--- config.mk ---
export PLATFORM = sky130hd
export DESIGN_NAME = mod_classify_seq
export DESIGN_NICKNAME = d
export VERILOG_FILES = /design/src/rtl/mod_classify_pkg.sv /design/src/rtl/mod_classify_seq_rule_eval.sv /design/src/rtl/mod_classify_seq.sv
export SDC_FILE = /design/constraint.sdc
export NUM_CORES = 1
export LEC_CHECK = 0
export ABC_AREA = 1
export CORE_ASPECT_RATIO = 0.5
export CORE_MARGIN = 2
export CORE_UTILIZATION = 55
export DETAILED_ROUTE_END_ITERATION = 7
export PLACE_DENSITY = 0.83
export SYNTH_ARGS = -nofsm -noshare
export SYNTH_HDL_FRONTEND = slang
export SYNTH_SLANG_ARGS = --single-unit
--- constraint.sdc ---
create_clock -name clk -period 4 [get_ports clk]
set_clock_uncertainty 0.1 [all_clocks]
set_input_delay 0.6 -clock clk [delete_from_list [all_inputs] [get_ports clk]]
set_output_delay 0.6 -clock clk [all_outputs]
set_load 0.05 [all_outputs]
--- src/rtl/mod_classify_pkg.sv ---
// Shared definitions for the sequential modulation classifier: result codes,
// rule thresholds and the controller state encoding.
package mod_classify_pkg;

    // Modulation result codes
    localparam logic [2:0] MOD_UNKNOWN = 3'd0;
    localparam logic [2:0] MOD_AM      = 3'd1;
    localparam logic [2:0] MOD_FM      = 3'd2;
    localparam logic [2:0] MOD_PSK     = 3'd3;
    localparam logic [2:0] MOD_ASK     = 3'd4;
    localparam logic [2:0] MOD_FSK     = 3'd5;

    // Rule thresholds; these are zero-extended to the feature width at the point of use.
    // FM and PSK share the same upper bound on sigma_ap.
    localparam int unsigned TH_AM_AP_MIN  = 70;
    localparam int unsigned TH_AM_AF_MIN  = 100;
    localparam int unsigned TH_AM_DP_MAX  = 200;
    localparam int unsigned TH_PHS_AP_MAX = 10;
    localparam int unsigned TH_FM_DP_MIN  = 350;
    localparam int unsigned TH_PSK_DP_MAX = 60;
    localparam int unsigned TH_ASK_AP_MIN = 35;
    localparam int unsigned TH_ASK_AP_MAX = 45;
    localparam int unsigned TH_ASK_AF_MAX = 30;
    localparam int unsigned TH_ASK_DP_MAX = 240;
    localparam int unsigned TH_FSK_AP_MAX = 40;
    localparam int unsigned TH_FSK_AF_MIN = 90;

    // Record fetch / classify controller states
    typedef enum logic [2:0] {
        ST_IDLE,
        ST_ISSUE,
        ST_WAIT,
        ST_CLASSIFY,
        ST_OUTPUT,
        ST_DONE
    } state_t;

endpackage

--- src/rtl/mod_classify_seq_rule_eval.sv ---
// Combinational priority rule set: maps one feature record (ap, af, dp) to a
// modulation code. Earlier rules take precedence over later ones.
module mod_rule_eval
    import mod_classify_pkg::*;
#(
    parameter int FEAT_W = 32
) (
    input  logic [FEAT_W-1:0] ap,
    input  logic [FEAT_W-1:0] af,
    input  logic [FEAT_W-1:0] dp,
    output logic [2:0]        code
);

    localparam logic [FEAT_W-1:0] AM_AP_MIN  = FEAT_W'(TH_AM_AP_MIN);
    localparam logic [FEAT_W-1:0] AM_AF_MIN  = FEAT_W'(TH_AM_AF_MIN);
    localparam logic [FEAT_W-1:0] AM_DP_MAX  = FEAT_W'(TH_AM_DP_MAX);
    localparam logic [FEAT_W-1:0] PHS_AP_MAX = FEAT_W'(TH_PHS_AP_MAX);
    localparam logic [FEAT_W-1:0] FM_DP_MIN  = FEAT_W'(TH_FM_DP_MIN);
    localparam logic [FEAT_W-1:0] PSK_DP_MAX = FEAT_W'(TH_PSK_DP_MAX);
    localparam logic [FEAT_W-1:0] ASK_AP_MIN = FEAT_W'(TH_ASK_AP_MIN);
    localparam logic [FEAT_W-1:0] ASK_AP_MAX = FEAT_W'(TH_ASK_AP_MAX);
    localparam logic [FEAT_W-1:0] ASK_AF_MAX = FEAT_W'(TH_ASK_AF_MAX);
    localparam logic [FEAT_W-1:0] ASK_DP_MAX = FEAT_W'(TH_ASK_DP_MAX);
    localparam logic [FEAT_W-1:0] FSK_AP_MAX = FEAT_W'(TH_FSK_AP_MAX);
    localparam logic [FEAT_W-1:0] FSK_AF_MIN = FEAT_W'(TH_FSK_AF_MIN);

    logic hit_am;
    logic hit_fm;
    logic hit_psk;
    logic hit_ask;
    logic hit_fsk;

    // Individual rule matches, all unsigned compares
    always_comb begin
        hit_am  = (ap > AM_AP_MIN) && (af > AM_AF_MIN) && (dp < AM_DP_MAX);
        hit_fm  = (ap < PHS_AP_MAX) && (dp > FM_DP_MIN);
        hit_psk = (ap < PHS_AP_MAX) && (dp < PSK_DP_MAX);
        hit_ask = (ap > ASK_AP_MIN) && (ap < ASK_AP_MAX) &&
                  (af < ASK_AF_MAX) && (dp < ASK_DP_MAX);
        hit_fsk = (ap < FSK_AP_MAX) && (af > FSK_AF_MIN);
    end

    // First matching rule wins
    always_comb begin
        code = MOD_UNKNOWN;
        if (hit_am) begin
            code = MOD_AM;
        end else if (hit_fm) begin
            code = MOD_FM;
        end else if (hit_psk) begin
            code = MOD_PSK;
        end else if (hit_ask) begin
            code = MOD_ASK;
        end else if (hit_fsk) begin
            code = MOD_FSK;
        end
    end

endmodule

--- src/rtl/mod_classify_seq.sv ---
// Sequential modulation classifier. Fetches num_rec three-word feature records
// (sigma_ap, sigma_af, sigma_dp) from an external BRAM starting at base_addr,
// classifies each one and hands the code downstream over valid/ready.
// Records are processed strictly one at a time; a stalled output holds off
// the next fetch.
module mod_classify_seq
    import mod_classify_pkg::*;
#(
    parameter int FEAT_W = 32,
    parameter int ADDR_W = 16,
    parameter int CNT_W  = 12,
    parameter int RD_LAT = 1
) (
    input  logic              clk,
    input  logic              rst_n,
    input  logic              start,
    input  logic [ADDR_W-1:0] base_addr,
    input  logic [CNT_W-1:0]  num_rec,
    output logic              busy,
    output logic              done,
    output logic              bram_en,
    output logic [ADDR_W-1:0] bram_addr,
    input  logic [FEAT_W-1:0] bram_dout,
    output logic              out_valid,
    input  logic              out_ready,
    output logic [2:0]        mod_type,
    output logic [CNT_W-1:0]  rec_idx
);

    localparam logic [1:0] SLOT_AP = 2'd0;
    localparam logic [1:0] SLOT_AF = 2'd1;
    localparam logic [1:0] SLOT_DP = 2'd2;

    state_t            state;
    logic [ADDR_W-1:0] ptr;
    logic [CNT_W-1:0]  num_q;
    logic [1:0]        slot;

    // Each entry is {en, slot}; the last stage lines up with bram_dout.
    logic [2:0]        tag_pipe [RD_LAT];
    logic [2:0]        tag_last;
    logic              dp_arrive;

    logic [FEAT_W-1:0] ap;
    logic [FEAT_W-1:0] af;
    logic [FEAT_W-1:0] dp;
    logic [2:0]        rule_code;

    assign tag_last  = tag_pipe[RD_LAT-1];
    assign dp_arrive = tag_last[2] && (tag_last[1:0] == SLOT_DP);

    // Delay the read tag by the BRAM latency so data and slot arrive together
    always_ff @(posedge clk or negedge rst_n) begin
        if (!rst_n) begin
            for (int i = 0; i < RD_LAT; i++) begin
                tag_pipe[i] <= 3'd0;
            end
        end else begin
            tag_pipe[0] <= {bram_en, slot};
            for (int i = 1; i < RD_LAT; i++) begin
                tag_pipe[i] <= tag_pipe[i-1];
            end
        end
    end

    // Steer returning read data into the feature register named by its tag
    always_ff @(posedge clk or negedge rst_n) begin
        if (!rst_n) begin
            ap <= '0;
            af <= '0;
            dp <= '0;
        end else if (tag_last[2]) begin
            case (tag_last[1:0])
                SLOT_AP: ap <= bram_dout;
                SLOT_AF: af <= bram_dout;
                SLOT_DP: dp <= bram_dout;
                default: ;
            endcase
        end
    end

    mod_rule_eval #(
        .FEAT_W (FEAT_W)
    ) u_rule_eval (
        .ap   (ap),
        .af   (af),
        .dp   (dp),
        .code (rule_code)
    );

    // Run controller
    //   state       | meaning
    //   ST_IDLE     | waiting for start; latches base_addr / num_rec on accept
    //   ST_ISSUE    | three read cycles: ptr, ptr+1, ptr+2
    //   ST_WAIT     | waiting for the dp word to come back from the BRAM
    //   ST_CLASSIFY | register the rule result and raise out_valid
    //   ST_OUTPUT   | hold the result until out_ready; no reads issued here
    //   ST_DONE     | one-cycle done pulse, back to idle
    always_ff @(posedge clk or negedge rst_n) begin
        if (!rst_n) begin
            state     <= ST_IDLE;
            busy      <= 1'b0;
            done      <= 1'b0;
            bram_en   <= 1'b0;
            bram_addr <= '0;
            out_valid <= 1'b0;
            mod_type  <= MOD_UNKNOWN;
            rec_idx   <= '0;
            ptr       <= '0;
            num_q     <= '0;
            slot      <= SLOT_AP;
        end else begin
            done <= 1'b0;
            case (state)
                ST_IDLE: begin
                    if (start) begin
                        num_q   <= num_rec;
                        rec_idx <= '0;
                        ptr     <= base_addr;
                        slot    <= SLOT_AP;
                        if (num_rec == '0) begin
                            // Empty run: report completion without ever going busy
                            state <= ST_DONE;
                            done  <= 1'b1;
                        end else begin
                            state     <= ST_ISSUE;
                            busy      <= 1'b1;
                            bram_en   <= 1'b1;
                            bram_addr <= base_addr;
                        end
                    end
                end

                ST_ISSUE: begin
                    if (slot == SLOT_DP) begin
                        // Address wraps modulo 2^ADDR_W by construction
                        bram_en <= 1'b0;
                        ptr     <= ptr + ADDR_W'(3);
                        state   <= ST_WAIT;
                    end else begin
                        slot      <= slot + 2'd1;
                        bram_addr <= bram_addr + ADDR_W'(1);
                    end
                end

                ST_WAIT: begin
                    if (dp_arrive) begin
                        state <= ST_CLASSIFY;
                    end
                end

                ST_CLASSIFY: begin
                    mod_type  <= rule_code;
                    out_valid <= 1'b1;
                    state     <= ST_OUTPUT;
                end

                ST_OUTPUT: begin
                    if (out_ready) begin
                        out_valid <= 1'b0;
                        if (rec_idx == num_q - CNT_W'(1)) begin
                            state <= ST_DONE;
                            done  <= 1'b1;
                            busy  <= 1'b0;
                        end else begin
                            rec_idx   <= rec_idx + CNT_W'(1);
                            slot      <= SLOT_AP;
                            bram_en   <= 1'b1;
                            bram_addr <= ptr;
                            state     <= ST_ISSUE;
                        end
                    end
                end

                ST_DONE: begin
                    state <= ST_IDLE;
                end

                default: begin
                    state <= ST_IDLE;
                end
            endcase
        end
    end

endmodule

# == Yosys cells after proc, flatten, opt, wreduce, memory -nomap -nowiden ==
# Cells that the tools add are included.
# totals
in_bits,64
word_cells,122
out_inout_bits,35
reg_bits,167
# op_classes
order_cmp,12
addsub,5
mux,46
n_eq_ne,16
reduce_logical,28
# ops
cell,n
$mux 16,7
$gt 32x7->1 const B,3
$lt 32x6->1 const B,3
$lt 32x8->1 const B,2
$pmux 16 s3,1
$mux 12,3
$mux 3,11
$gt 32x6->1 const B,1
$gt 32x9->1 const B,1
$lt 32x4->1 const B,1
$lt 32x5->1 const B,1
$pmux 16 s2,1
$pmux 12 s2,1
$add 16x1->16 const B,1
$add 16x2->16 const B,1
$ne 2x2->1 const B,8
$pmux 3 s5,1
$add 12x1->12 const B,1
$eq 12x12->1,1
$logic_not 12->1,1
$mux 1,12
$reduce_and 6->1,2
$sub 12x1->12 const B,1
$reduce_and 2->1,5
18 further kinds,37

# == Logic depth before layout (Yosys ltp) ==
# depth
ltp_word,8
ltp_mapped,17
depth_no_buf,16

# == By module ==
# A second synthesis with hierarchy kept.
# hier_totals
cells_unflattened,1135
area_unflattened_um2,8735.9
# modules_own_cells
mod,n_inst,cells_per_inst,seq_area_each_um2,area_per_inst_um2
mod_classify_seq,1,983,4179.0,8080.2
mod_rule_eval,1,152,0.0,655.6

# == Worst setup path before layout ==
# OpenSTA, ideal clock, no wires.
# synth_path
kind,reg2reg
start,register bram_addr[0]
end,register bram_addr[12]
arrival_time_ns,2.037
slack_ns,1.745
period_less_slack_ns,2.255
stages_incl_launch_ff,13
setup_ns,0.118
n_path_buf,0
cell_sequence,dfrtp_1 -> ha_1 -> nand3_1 -> nor2_1 -> nand3_1 -> nor2_1 -> nand2_1 -> nor2_1 -> nand2_1 -> o21ai_0 -> o21bai_1 -> nand2_1 -> nand2_1
# synth_via
elab_chain_len,3
# synth_rtl
element,line_no,source
"start, declared",mod_classify_seq.sv:22,"output logic [ADDR_W-1:0] bram_addr,"
"start signal, assigned",mod_classify_seq.sv:129,bram_addr <= base_addr;
"start signal, assigned",mod_classify_seq.sv:142,bram_addr <= bram_addr + ADDR_W'(1);
"start signal, assigned",mod_classify_seq.sv:169,bram_addr <= ptr;
$add 16x1->16,mod_classify_seq.sv:142,
$mux 16,mod_classify_seq.sv:135,if (slot == SLOT_DP) begin
$pmux 16 s3,mod_classify_seq.sv:114,case (state)
# No other way between the ends. The select of a mux whose other input is x is not followed.
# A chain may end at the register's enable or synchronous reset.

# == Final worst setup path ==
# layout_path
start,register num_q[0]
end,register rec_idx[10]
# layout_via
elab_chain_len,4
# layout_rtl
element,line_no,source
"start, declared",mod_classify_seq.sv:36,logic [CNT_W-1:0] num_q;
"start signal, assigned",mod_classify_seq.sv:117,num_q <= num_rec;
$sub 12x1->12,mod_classify_seq.sv:161,if (rec_idx == num_q - CNT_W'(1)) begin
$eq 12x12->1,mod_classify_seq.sv:161,
$ne 2x2->1 (no line),--,
$reduce_and 4->1 (no line),--,
"end signal, assigned",mod_classify_seq.sv:166,rec_idx <= rec_idx + CNT_W'(1);
"end, declared",mod_classify_seq.sv:27,output logic [CNT_W-1:0] rec_idx
# No other way between the ends.

==> run summary <==
Slew HR = 0.356
Synth async-reset ratio = 1.00
Yosys top cell area share = 0.486
WP data required = 4.24 ns
peak fanout along the critical path = 23
pin count of the biggest net entering global routing = 106
CTS buffer count = 17
Max-cap violations = 0
number of flops mapped to enable cells by yosys = 0
vias post-DR = 7735
fin crit share = 0.648
Starting Density = 0.561
CP Launch Point = num_q[0]
simple-gate area share of the yosys netlist = 0.276
port bufs = 98
TritonCTS Sinks = 167
# IOs = 99
arrival time at the worst endpoint = 2.84 ns
post-synthesis compound-gate area fraction = 0.137
status = complete, no violations
xor/xnor share of the synthesized area = 0.0193
# resized after CTS = 0
Post-Syn Nets = 1182
mux contribution to synthesized area = 0.00393
clk slew on worst S/H paths = 0.07 ns
PwrDens = 789 nW/µm²
residual DRC count = 0
first-pass GRT wire length = 35400 µm
top post-synthesis cells by area = dfrtp_1, nand2_1, o21ai_0, nor2_1, inv_1
worst-case clock buffer depth = 2
vias in the first global route = 7402
metal2 WL = 9980 µm
crit start category = flip-flop
cell count after synthesis = 1113
Final Wtd Congestion = 0.893
Fmax = 386 MHz
synthesized cell area = 8600 µm²
max layer used = met4
Syn. warnings = 0
Root Buffer = clkbuf_16
top post-synthesis cells by count = nand2_1, dfrtp_1, o21ai_0, nor2_1, inv_1
vias per cell = 5.46
Final Setup Violations = 0
Slew @ Worst Pin = 0.966 ns
routed len/inst = 14.7 µm
Hold WC Path Type = input pin to async pin
Final ANT Viol Nets = 0
n_diodes = 0
layout cells sized above 1 = 0.0627
die area = 16700 µm²
largest area contributor in the netlist = dfrtp_1
Hold Buf Count CTS = 0
H-tree depth = 4
min Tclk post-route = 2.59 ns
maximum VDD drop = 0.502 mV
unique cell type count in the Yosys netlist = 43
adder and majority gate portion of the synthesized area = 0.00727
most common cell in the synthesized netlist = nand2_1
Worst Setup Path Type = flip-flop to flip-flop
Detail Placement HPWL = 14700 µm
Placeable Area = 15300 µm²
post-CTS setup buffers = 0
initial antenna violation count = 0
Skew-Pair Late Insertion Delay = 0.43 ns
met3 WL post-DR = 1200 µm
Die Ht = 92.4 µm
worst reg2reg path startpoint = num_q[0]
CTS tree = yes
fin. max-slew vios = 0
DRT iter0 DRCs = 532
GRT Overall Usage = 0.261
Hold Vio Cnt, Final = 0
Pleak = 4.80 nW
CP Capture Type = flip-flop
WL met1 = 9470 µm
largest family of logic cells by synthesized area = simple AND/OR/NAND/NOR gates
sequential area share after synthesis = 0.486
ys flop type = dfrtp_1
grt ovf = 0
TNS Setup = 0 ns
cell row count = 32
Seq cells post-synth = 167
Detailed Route WL = 20900 µm
Pre-antenna DRT Iters = 5
P&R area growth vs syn = 20.4%
Layout Nets = 1268
Mean Syn Cell Area = 7.73 µm²
Chip Width = 181 µm
hold slack = 0.162 ns
RSZ-0062 raised after global routing = no
[placed cells by master, fill, tap and decap left out, types with 3 or more instances in the layout]
cell	instances
o221ai_1	6
nand3b_1	6
xor2_1	16
clkdlybuf4s50_1	97
mux2_2	3
o21ai_1	9
inv_6	4
dfrtp_1	167
nand3_1	64
clkbuf_16	17
or2_2	7
a31oi_1	4
nand2_1	301
a21oi_1	25
xnor2_1	3
nor4_1	8
o22ai_1	4
o21ai_0	140
bufinv_16	3
inv_2	6
nand4_1	20
nor3_1	15
nor2_2	7
o211ai_1	15
buf_4	10
ha_1	5
clkinv_4	3
nor2_1	113
inv_1	106
[worst paths after layout]
kind | endpoint | slack [ns] | cells after the start
setup / recovery | rec_idx[10] | 1.41 | 14
hold / removal | bram_addr[11] | 0.16 | 1
setup reg to reg | rec_idx[10] | 1.41 | 14
hold reg to reg | tag_last[2] | 0.31 | 0
max in group asynchronous | ap[11] | 2.73 | 2
min in group clk | tag_last[2] | 0.31 | 0
[per-layer routing]
metal  track usage  up-vias
met2         0.435      260
li1              -     3822
met1         0.353     3631
met5             0        -
met4        0.0699        0
met3        0.0507       22
[where the power goes]
group	internal (mW)	switching, mW
clock network	1.00	0.736
logic	1.15	2.19
registers	2.46	0.637
[cells by family after synthesis]
family | Yosys count
compound gates | 215
mux | 3
simple gates | 551
buf+inv | 153
flops | 167
xor+xnor | 19
fa+ha+maj | 5
[sequential cells by signal, indices dropped and copies added, names as in the netlist]
signal and cells:
busy 1, bram_en 1, af 32, bram_addr 16, slot 2, ptr 16
state 3, done 1, mod_type 3, ap 32, num_q 12, rec_idx 12
out_valid 1, dp 32, tag_last 3
[final cells by class]
class | instances | area, µm²
clock buffers | 18 | 429
clock inverters | 14 | 191
fillers | 1236 | 4980
inverters | 112 | 420
multi-input cells | 793 | 3820
flip-flops and latches | 167 | 4180
well taps | 204 | 255
repair buffers | 108 | 1060
[through the flow]
stage                     instances  power (mW)  worst slack [ns]  instance area (µm²)   util
after floorplan                1113        5.49              1.75                 8600      -
after global placement         1384        6.25              1.38                 9740  0.635
after detailed placement       1384        6.42              1.29                 9740  0.635
after CTS                      1416        8.18              1.42                10400  0.675
after global routing           1416        8.82              1.13                10400  0.675
final                          1416        8.17              1.41                10400  0.675
[critical path, stage by stage (launching register included)]
cell and delay (ns):
dfrtp_1 0.38, inv_1 0.14, ha_1 0.23, nand2_1 0.10, nor2_1 0.18, nand2_1 0.08, nand2_1 0.07, nand2_1 0.05
nor2_1 0.10, nand2_1 0.08, nor2_2 0.16, nand4_1 0.21, nand2_2 0.38, nand2_1 0.13, o21ai_1 0.11
Note: power is estimated with default switching activity, not from simulation.
